<file path="src/rtl/uart_tx_fifo.sv">
`default_nettype none
`timescale 1ns/1ps
// ============================================================================
// Module      : uart_tx_fifo
// Description : 8N1 UART transmitter fed by a small byte FIFO. Bytes are
//               accepted with a valid/ready handshake and sent LSB first,
//               back-to-back with no idle gap while the FIFO holds data.
// Revision    : 1.0 - initial release
// ============================================================================
module uart_tx_fifo #(
    parameter int CLKS_PER_BIT = 868,
    parameter int FIFO_DEPTH   = 4,
    parameter int CNT_W        = 3
) (
    input  logic             clk,
    input  logic             rst,          // asynchronous, active-low
    input  logic [7:0]       din,
    input  logic             din_valid,
    output logic             din_ready,
    output logic             tx,
    output logic             busy,
    output logic [CNT_W-1:0] fifo_count
);

    localparam int c_PTR_W  = $clog2(FIFO_DEPTH);
    localparam int c_BAUD_W = (CLKS_PER_BIT > 2) ? $clog2(CLKS_PER_BIT) : 1;

    localparam logic [c_BAUD_W-1:0] c_BAUD_LAST = c_BAUD_W'(CLKS_PER_BIT - 1);
    localparam logic [c_BAUD_W-1:0] c_BAUD_ONE  = c_BAUD_W'(1);
    localparam logic [c_PTR_W-1:0]  c_PTR_ONE   = c_PTR_W'(1);
    localparam logic [CNT_W-1:0]    c_CNT_ONE   = CNT_W'(1);
    localparam logic [CNT_W-1:0]    c_DEPTH     = CNT_W'(FIFO_DEPTH);

    typedef enum logic [1:0] {
        S_IDLE  = 2'd0,
        S_START = 2'd1,
        S_DATA  = 2'd2,
        S_STOP  = 2'd3
    } state_t;

    // Registered state
    state_t               r_state;
    logic [7:0]           r_mem [FIFO_DEPTH];
    logic [c_PTR_W-1:0]   r_wr_ptr;
    logic [c_PTR_W-1:0]   r_rd_ptr;
    logic [CNT_W-1:0]     r_count;
    logic [7:0]           r_shift;
    logic [2:0]           r_bit_idx;
    logic [c_BAUD_W-1:0]  r_baud;
    logic                 r_tx;

    // Combinational control
    state_t               w_state_next;
    logic                 w_push;
    logic                 w_pop;
    logic                 w_fifo_nempty;
    logic                 w_baud_done;
    logic                 w_shift_en;
    logic                 w_tx_next;

    assign w_fifo_nempty = (r_count != '0);
    assign w_baud_done   = (r_baud == c_BAUD_LAST);
    // Ready comes only from the registered count, so a pop in the same
    // cycle never opens a slot while the FIFO is full.
    assign din_ready     = (r_count < c_DEPTH);
    assign w_push        = din_valid & din_ready;

    assign tx            = r_tx;
    assign fifo_count    = r_count;
    assign busy          = (r_state != S_IDLE) | w_fifo_nempty;

    // FSM state register
    always_ff @(posedge clk or negedge rst) begin
        if (!rst) begin
            r_state <= S_IDLE;
        end else begin
            r_state <= w_state_next;
        end
    end

    // Next-state, pop request and the value the tx flop takes next cycle
    always_comb begin
        w_state_next = r_state;
        w_pop        = 1'b0;
        w_shift_en   = 1'b0;
        w_tx_next    = 1'b1;
        case (r_state)
            S_IDLE: begin
                if (w_fifo_nempty) begin
                    w_pop        = 1'b1;
                    w_tx_next    = 1'b0;
                    w_state_next = S_START;
                end
            end
            S_START: begin
                w_tx_next = 1'b0;
                if (w_baud_done) begin
                    w_tx_next    = r_shift[0];
                    w_state_next = S_DATA;
                end
            end
            S_DATA: begin
                w_tx_next = r_shift[0];
                if (w_baud_done) begin
                    w_shift_en = 1'b1;
                    if (r_bit_idx == 3'd7) begin
                        w_tx_next    = 1'b1;
                        w_state_next = S_STOP;
                    end else begin
                        w_tx_next = r_shift[1];
                    end
                end
            end
            S_STOP: begin
                w_tx_next = 1'b1;
                if (w_baud_done) begin
                    if (w_fifo_nempty) begin
                        // Chain straight into the next start bit
                        w_pop        = 1'b1;
                        w_tx_next    = 1'b0;
                        w_state_next = S_START;
                    end else begin
                        w_state_next = S_IDLE;
                    end
                end
            end
            default: begin
                w_state_next = S_IDLE;
            end
        endcase
    end

    // Baud counter, shift register, bit index and the tx output flop
    always_ff @(posedge clk or negedge rst) begin
        if (!rst) begin
            r_baud    <= '0;
            r_shift   <= '0;
            r_bit_idx <= '0;
            r_tx      <= 1'b1;
        end else begin
            r_tx <= w_tx_next;

            if (w_pop || (r_state == S_IDLE) || w_baud_done) begin
                r_baud <= '0;
            end else begin
                r_baud <= r_baud + c_BAUD_ONE;
            end

            if (w_pop) begin
                r_shift <= r_mem[r_rd_ptr];
            end else if (w_shift_en) begin
                r_shift <= {1'b0, r_shift[7:1]};
            end

            if (r_state != S_DATA) begin
                r_bit_idx <= '0;
            end else if (w_shift_en) begin
                r_bit_idx <= r_bit_idx + 3'd1;
            end
        end
    end

    // FIFO pointers and occupancy; pointers wrap naturally (power-of-2 depth)
    always_ff @(posedge clk or negedge rst) begin
        if (!rst) begin
            r_wr_ptr <= '0;
            r_rd_ptr <= '0;
            r_count  <= '0;
        end else begin
            if (w_push) begin
                r_wr_ptr <= r_wr_ptr + c_PTR_ONE;
            end
            if (w_pop) begin
                r_rd_ptr <= r_rd_ptr + c_PTR_ONE;
            end
            case ({w_push, w_pop})
                2'b10:   r_count <= r_count + c_CNT_ONE;
                2'b01:   r_count <= r_count - c_CNT_ONE;
                default: r_count <= r_count;
            endcase
        end
    end

    // FIFO storage; contents need no reset since the count gates reads
    always_ff @(posedge clk) begin
        if (w_push) begin
            r_mem[r_wr_ptr] <= din;
        end
    end

endmodule
`default_nettype wire

</file>
<file path="config.mk">
export PLATFORM = sky130hd
export DESIGN_NAME = uart_tx_fifo
export DESIGN_NICKNAME = d
export VERILOG_FILES = /design/src/rtl/uart_tx_fifo.sv
export SDC_FILE = /design/constraint.sdc
export NUM_CORES = 1
export LEC_CHECK = 0
export BUFFER_PORTS_ARGS = -buffer_cell sky130_fd_sc_hd__clkbuf_2
export CAP_MARGIN = 20
export CORE_ASPECT_RATIO = 1.5
export CORE_MARGIN = 1
export CORE_UTILIZATION = 35
export CTS_BUF_LIST = sky130_fd_sc_hd__clkbuf_4 sky130_fd_sc_hd__clkbuf_8 sky130_fd_sc_hd__clkbuf_16
export DETAILED_ROUTE_END_ITERATION = 6
export GPL_TIMING_DRIVEN = 0
export HOLD_SLACK_MARGIN = 0.15
export PLACE_DENSITY = 0.58
export SYNTH_ARGS = -nofsm -noshare
export SYNTH_HDL_FRONTEND = slang
export SYNTH_SLANG_ARGS = --single-unit
</file>
<file path="constraint.sdc">
create_clock -name clk -period 2.9 [get_ports clk]
set_clock_uncertainty 0.05 [all_clocks]
set_input_delay 0.29 -clock clk [delete_from_list [all_inputs] [get_ports clk]]
set_output_delay 0.29 -clock clk [all_outputs]
set_load 0.02 [all_outputs]
</file>
# Word-level counts from Yosys, hierarchy flattened
# Memories as Yosys holds them, arrays and structs flattened.
# Cells that the tools add are included.
[totals] register_bits=31 ramBits=32 inputBits=11 out_inout_bits=6 wordCells=66 n_memories=1
[memory_table] name="r_mem" words=4 width=8 read_ports=1 rd_ports_with_merged_regs=0 wr=1 line_no="43" text="logic [7:0] r_mem [FIFO_DEPTH];"
[op_classes] addsub=6 magnitude_cmp=1 eq_ne=13 n_mux=26 bitwise=2 n_reduce_logical=9
[ops] operator="$mux 8" count=2
[ops] operator="$mux 1" count=12
[ops] operator="$ne 2x2->1 const B" count=6
[ops] operator="$add 10x1->10 const B" count=1
[ops] operator="$eq 10x10->1 const B" count=1
[ops] operator="$mux 10" count=1
[ops] operator="$mux 2" count=5
[ops] operator="$pmux 2 s4" count=1
[ops] operator="$reduce_bool 2->1" count=4
[ops] operator="$add 3x1->3 const B" count=2
[ops] operator="$eq 2x2->1 const B" count=3
[ops] operator="$mux 3" count=2
[ops] operator="$pmux 3 s2" count=1
[ops] operator="$reduce_and 5->1" count=1
[ops] operator="$add 2x1->2 const B" count=2
[ops] operator="$eq 2x1->1 const B" count=2
[ops] operator="$pmux 1 s4" count=1
[ops] operator="$eq 3x3->1 const B" count=1
[ops] operator="$lt 3x3->1 const B" count=1
[ops] operator="$reduce_bool 3->1" count=1
[ops] operator="$sub 3x1->3 const B" count=1
[ops] operator="$logic_not 2->1" count=1
[ops] operator="$logic_or 1x1->1" count=2
[ops] operator="$pmux 1 s2" count=1
[ops] operator="other kinds (2)" count=2

# Logic depth before layout (Yosys ltp)
[depth] depth_word=7 mapped_depth=11 mapped_depth_nobuf=10

# Worst setup path before layout
# No wires, ideal clock.
[synth_timing] path_type="register to register" from="register r_baud[0]" to="register r_count[2] (netlist: fifo_count[2])" setup_time_ns=0.080 arrival_time_ns=2.453 t_required_ns=2.770 path_slack_ns=0.317 path_stages_with_launch=11 n_path_buf=0 synth_period_minus_slack_ns=2.583 path_cell_list="dfrtp_1 -> ha_1 -> nor3b_4 -> a41oi_4 -> nor3_4 -> ha_1 -> inv_1 -> fa_1 -> xor2_1 -> nor2_1 -> xnor2_1"
[synth_via] elab_chain_cells=5 elab_cells_between_ends=7 classes_between="eq/ne (3); mux (3); reduce/logical (1)"
[synth_rtl] item="start: declaration" line_no="49" text="logic [c_BAUD_W-1:0] r_baud;"
[synth_rtl] item="start signal: assignment" line_no="146" text="r_baud <= r_baud + c_BAUD_ONE;"
[synth_rtl] item="$eq 10x10->1 (*)" line_no="62" text="assign w_baud_done = (r_baud == c_BAUD_LAST);"
[synth_rtl] item="$mux 1 (*)" line_no="116" text="if (w_baud_done) begin"
[synth_rtl] item="$pmux 1 s2 (*)" line_no="87" text="case (r_state)"
[synth_rtl] item="named net w_pop" line_no="55" text="logic w_pop;"
[synth_rtl] item="$eq 2x1->1 / $eq 2x2->1 (equally long branches)" line_no="176" text="case ({w_push, w_pop})"
[synth_rtl] item="$pmux 3 s2 / $reduce_bool 2->1 (equally long branches)"
[synth_rtl] item="end signal: assignment" line_no="177" text="2'b10: r_count <= r_count + c_CNT_ONE;"
[synth_rtl] item="end signal: assignment" line_no="178" text="2'b01: r_count <= r_count - c_CNT_ONE;"
[synth_rtl] item="end signal: assignment" line_no="179" text="default: r_count <= r_count;"
[synth_rtl] item="end: declaration" line_no="46" text="logic [CNT_W-1:0] r_count;"
# Mark *: on every way through the listed nets, which the timed path passes. The rest lies on a longest branch.
# A chain may end at the register's enable or synchronous reset.

# Worst setup path after layout
# Same ends and word-level chain as after synthesis.

==> results.cfg <==
[sta]
grt_setup_unrepaired = no
tns_ns = 0
worst_slew_pin_slew_ns = 0.8073
finalSetupViolations = 0
hold_viol_final = 0
finalMaxSlewViolations = 0
min_period_over_period_pct = 92.59
layout_min_cycle_time_ns = 2.685
fmax_mhz = 372.4
slew_headroom_pct = 46.18

[global_routing]
grt_pass1_wl_um = 8300
antenna_found_initial = 0
grt_overflow = 0
grt_max_degree = 32
grt.total_usage_pct = 12.89
grt_pass1_vias = 1780

[setup_path]
path_common_cell = ha_1
slowest_stage = dfrtp_1
crit_type = register to register
crit_chain = ha_1 -> nor3b_4 -> a41oi_4 -> nor3_4 -> ha_1 -> inv_1 -> fa_1 -> xor2_1 -> nor2_1 -> xnor2_1
cp-end-kind = register
cp.arrival_ns = 2.89
crit_path_start_kind = register
crit_path_max_fanout = 5
critPathRequiredTime_ns = 3.10
critPathMaxStageDelay_ns = 0.41

[flow_run]
drv_cap = 0

[final_layout]
fillers = 770
drive_above_1_share_pct = 27.31
area.sequential_sq_um = 1738
nNetsFinal = 257
multi_input_area_sq_um = 1081
n_antenna_cell = 0
fin_area_sq_um = 3478
syn2layout_area_growth_pct = 20.40

[die]
die-area_sq_um = 8629
chipHeight_um = 113.3
pin_count = 17
coreArea_sq_um = 8008
initial_core_util_pct = 36.08
rows = 40
fp.dieW_um = 76.18

[placed_design]
place_area_sq_um = 3100
gp_congestion = 0.7009
portBuffers = 16
post-dp-hpwl_um = 3224

[synthesis]
dominantRegCellSynth = edfxtp_1
synth_area_per_cell_sq_um = 14.74
yosysWarnings = 0
synth-edff-count = 32
synth_seq_cells = 63
yosysSeqAreaShare_pct = 60.16
syn-cell-area_sq_um = 2889
synthCells = 196
synth_fp_nets = 220
synth_cell_type_count = 38
async_reset_ff_share_pct = 49.21

[detailed_routing]
drt.antenna.violating_nets = 0
drt_wl_total_um = 4703
wl_per_cell_um = 13.71
drc = 0
viasPerCell = 4.706
first_iter_violations = 50
vias = 1614
dr.pass1.iters = 4

[cts]
cts_tree = built
path_clk_slew_ns = 0.05
max-clock-path-buffers = 2
root_buffer = clkbuf_16
cts_resized = 0
clkLatencyLatePin_ns = 0.33
htree_levels = 3
numCtsBuffers = 9
cts_sinks = 63

[hold_path]
min_path_type = register to register

[pwr]
pwr-share-clk_pct = 28.6
p_leak_nw = 1.410
ir_drop_mv = 0.4995
switching_power_mw = 1.137
swShare_pct = 32.90
seqPwrFrac_pct = 38.3
combPwrFrac_pct = 33.1
internal_power_mw = 2.319
p_per_area_nw_per_um2 = 993.5

[status]
outcome = finished, final reports clean
==> state kept, by name, summed over array words and instances, names as in the netlist <==
| register | cells |
|---|---|
| r_rd_ptr | 2 |
| tx | 1 |
| fifo_count | 3 |
| r_state | 2 |
| r_baud | 10 |
| r_bit_idx | 3 |
| r_mem | 32 |
| r_shift | 8 |
| r_wr_ptr | 2 |
==> power groups by stage <==
| stage | logic (mW) | clock network [mW] | registers [mW] |
|---|---|---|---|
| after global placement | 1.13 | 0 | 1.34 |
| final | 1.14 | 0.989 | 1.32 |
| after CTS | 1.17 | 1.02 | 1.33 |
| after detailed placement | 1.14 | 0 | 1.34 |
| after global routing | 1.30 | 1.05 | 1.35 |
| after floorplan | 0.873 | 0 | 1.34 |
==> final cells by class <==
class | instances | area share, %
Timing Repair Buffer | 26 | 5.108
Tap cell | 105 | 3.777
Clock buffer | 9 | 6.475
Sequential cell | 63 | 49.96
Multi-Input combinational cell | 115 | 31.08
Clock inverter | 7 | 1.583
Inverter | 11 | 1.187
Buffer | 7 | 0.8273
==> through the flow <==
stage	hold WS [ns]	std cells	power [mW]	util [%]	setup WS (ns)
after floorplan	-0.05559	196	2.212	-	0.3171
after global placement	0.3869	317	2.467	38.72	-0.05196
after detailed placement	0.3747	317	2.487	38.72	-0.09537
after CTS	0.4684	343	3.521	43.44	0.1833
after global routing	0.5098	343	3.706	43.44	0.02497
final	0.4706	343	3.456	43.44	0.2149
==> final timing paths <==
check / startpoint / endpoint / slack (ns) / cells past startpoint
setup / recovery: r_baud[0] / fifo_count[2] / 0.21 / 10
hold / removal: r_baud[0] / r_baud[0] / 0.47 / 1
setup reg to reg: r_baud[0] / fifo_count[2] / 0.21 / 10
hold reg to reg: r_baud[0] / r_baud[0] / 0.47 / 1
max in group asynchronous: rst / r_baud[6] / 1.73 / 2
min in group asynchronous: rst / r_baud[9] / 0.56 / 2
==> worst max-delay path, delay by kind of cell, from the launching register on <==
family	cells	cell delay, ns
fa+ha+maj	3	0.89
simple gates	3	0.74
buf+inv	1	0.06
xor+xnor	2	0.27
compound gates	1	0.17
flops	1	0.41
==> synthesized netlist by cell type (4+ instances only) <==
library cell	n	area (sq um)
nor3_1	4	20.02
edfxtp_1	32	960.9
nor2b_1	4	25.02
xnor2_1	7	61.31
mux2i_1	4	40.04
clkbuf_1	5	18.77
nor2_1	12	45.04
ha_1	12	150.1
nand2_1	4	15.01
mux4_2	8	180.2
mux2_2	15	168.9
xor2_1	8	70.07
nand3_1	7	35.03
dfrtp_1	30	750.7
and2_1	5	31.28
nand4_1	4	25.02
inv_1	11	41.29
==> what timing repair did <==
action,in CTS,in global routing
hold endpoints to repair,62,0
hold buffers,9,0
endpoints found under the setup margin,1,0
setup buffers,1,0
==> layer usage <==
layer  global-route usage [%]  share of wire, %  vias up
met5                        0                 0        -
met2                    23.82                55       21
met4                    8.846               3.0        0
met1                    12.73                40      796
li1                         -                 -      786
met3                    2.903               2.1       11
==> cells in the final DEF (no fill, tap or decap), drive strengths merged, types with 3 or more instances in the layout <==
| cell | instances |
|---|---|
| and2 | 6 |
| buf | 3 |
| clkbuf | 30 |
| dfrtp | 30 |
| dlygate4sd3 | 9 |
| edfxtp | 32 |
| ha | 12 |
| inv | 14 |
| mux2 | 15 |
| mux2i | 4 |
| mux4 | 8 |
| nand2 | 4 |
| nand3 | 7 |
| nand4 | 5 |
| nor2 | 12 |
| nor2b | 4 |
| nor3 | 5 |
| xnor2 | 7 |
| xor2 | 8 |
==> logic make-up (layout without fill, tap and decap cells) <==
group                      Yosys count  after routing  synth area share (%)
AOI/OAI and AO/OA                   10             10                 3.205
xor gates and xnor gates            15             15                 4.548
adders and majority gates           13             13                 5.890
buffers and inverters               18             60                 2.425
DFF                                 63             63                 60.16
muxes                               27             27                 13.47
and+or+nand+nor                     50             50                 10.31
Power figures use the tool's default switching activity.
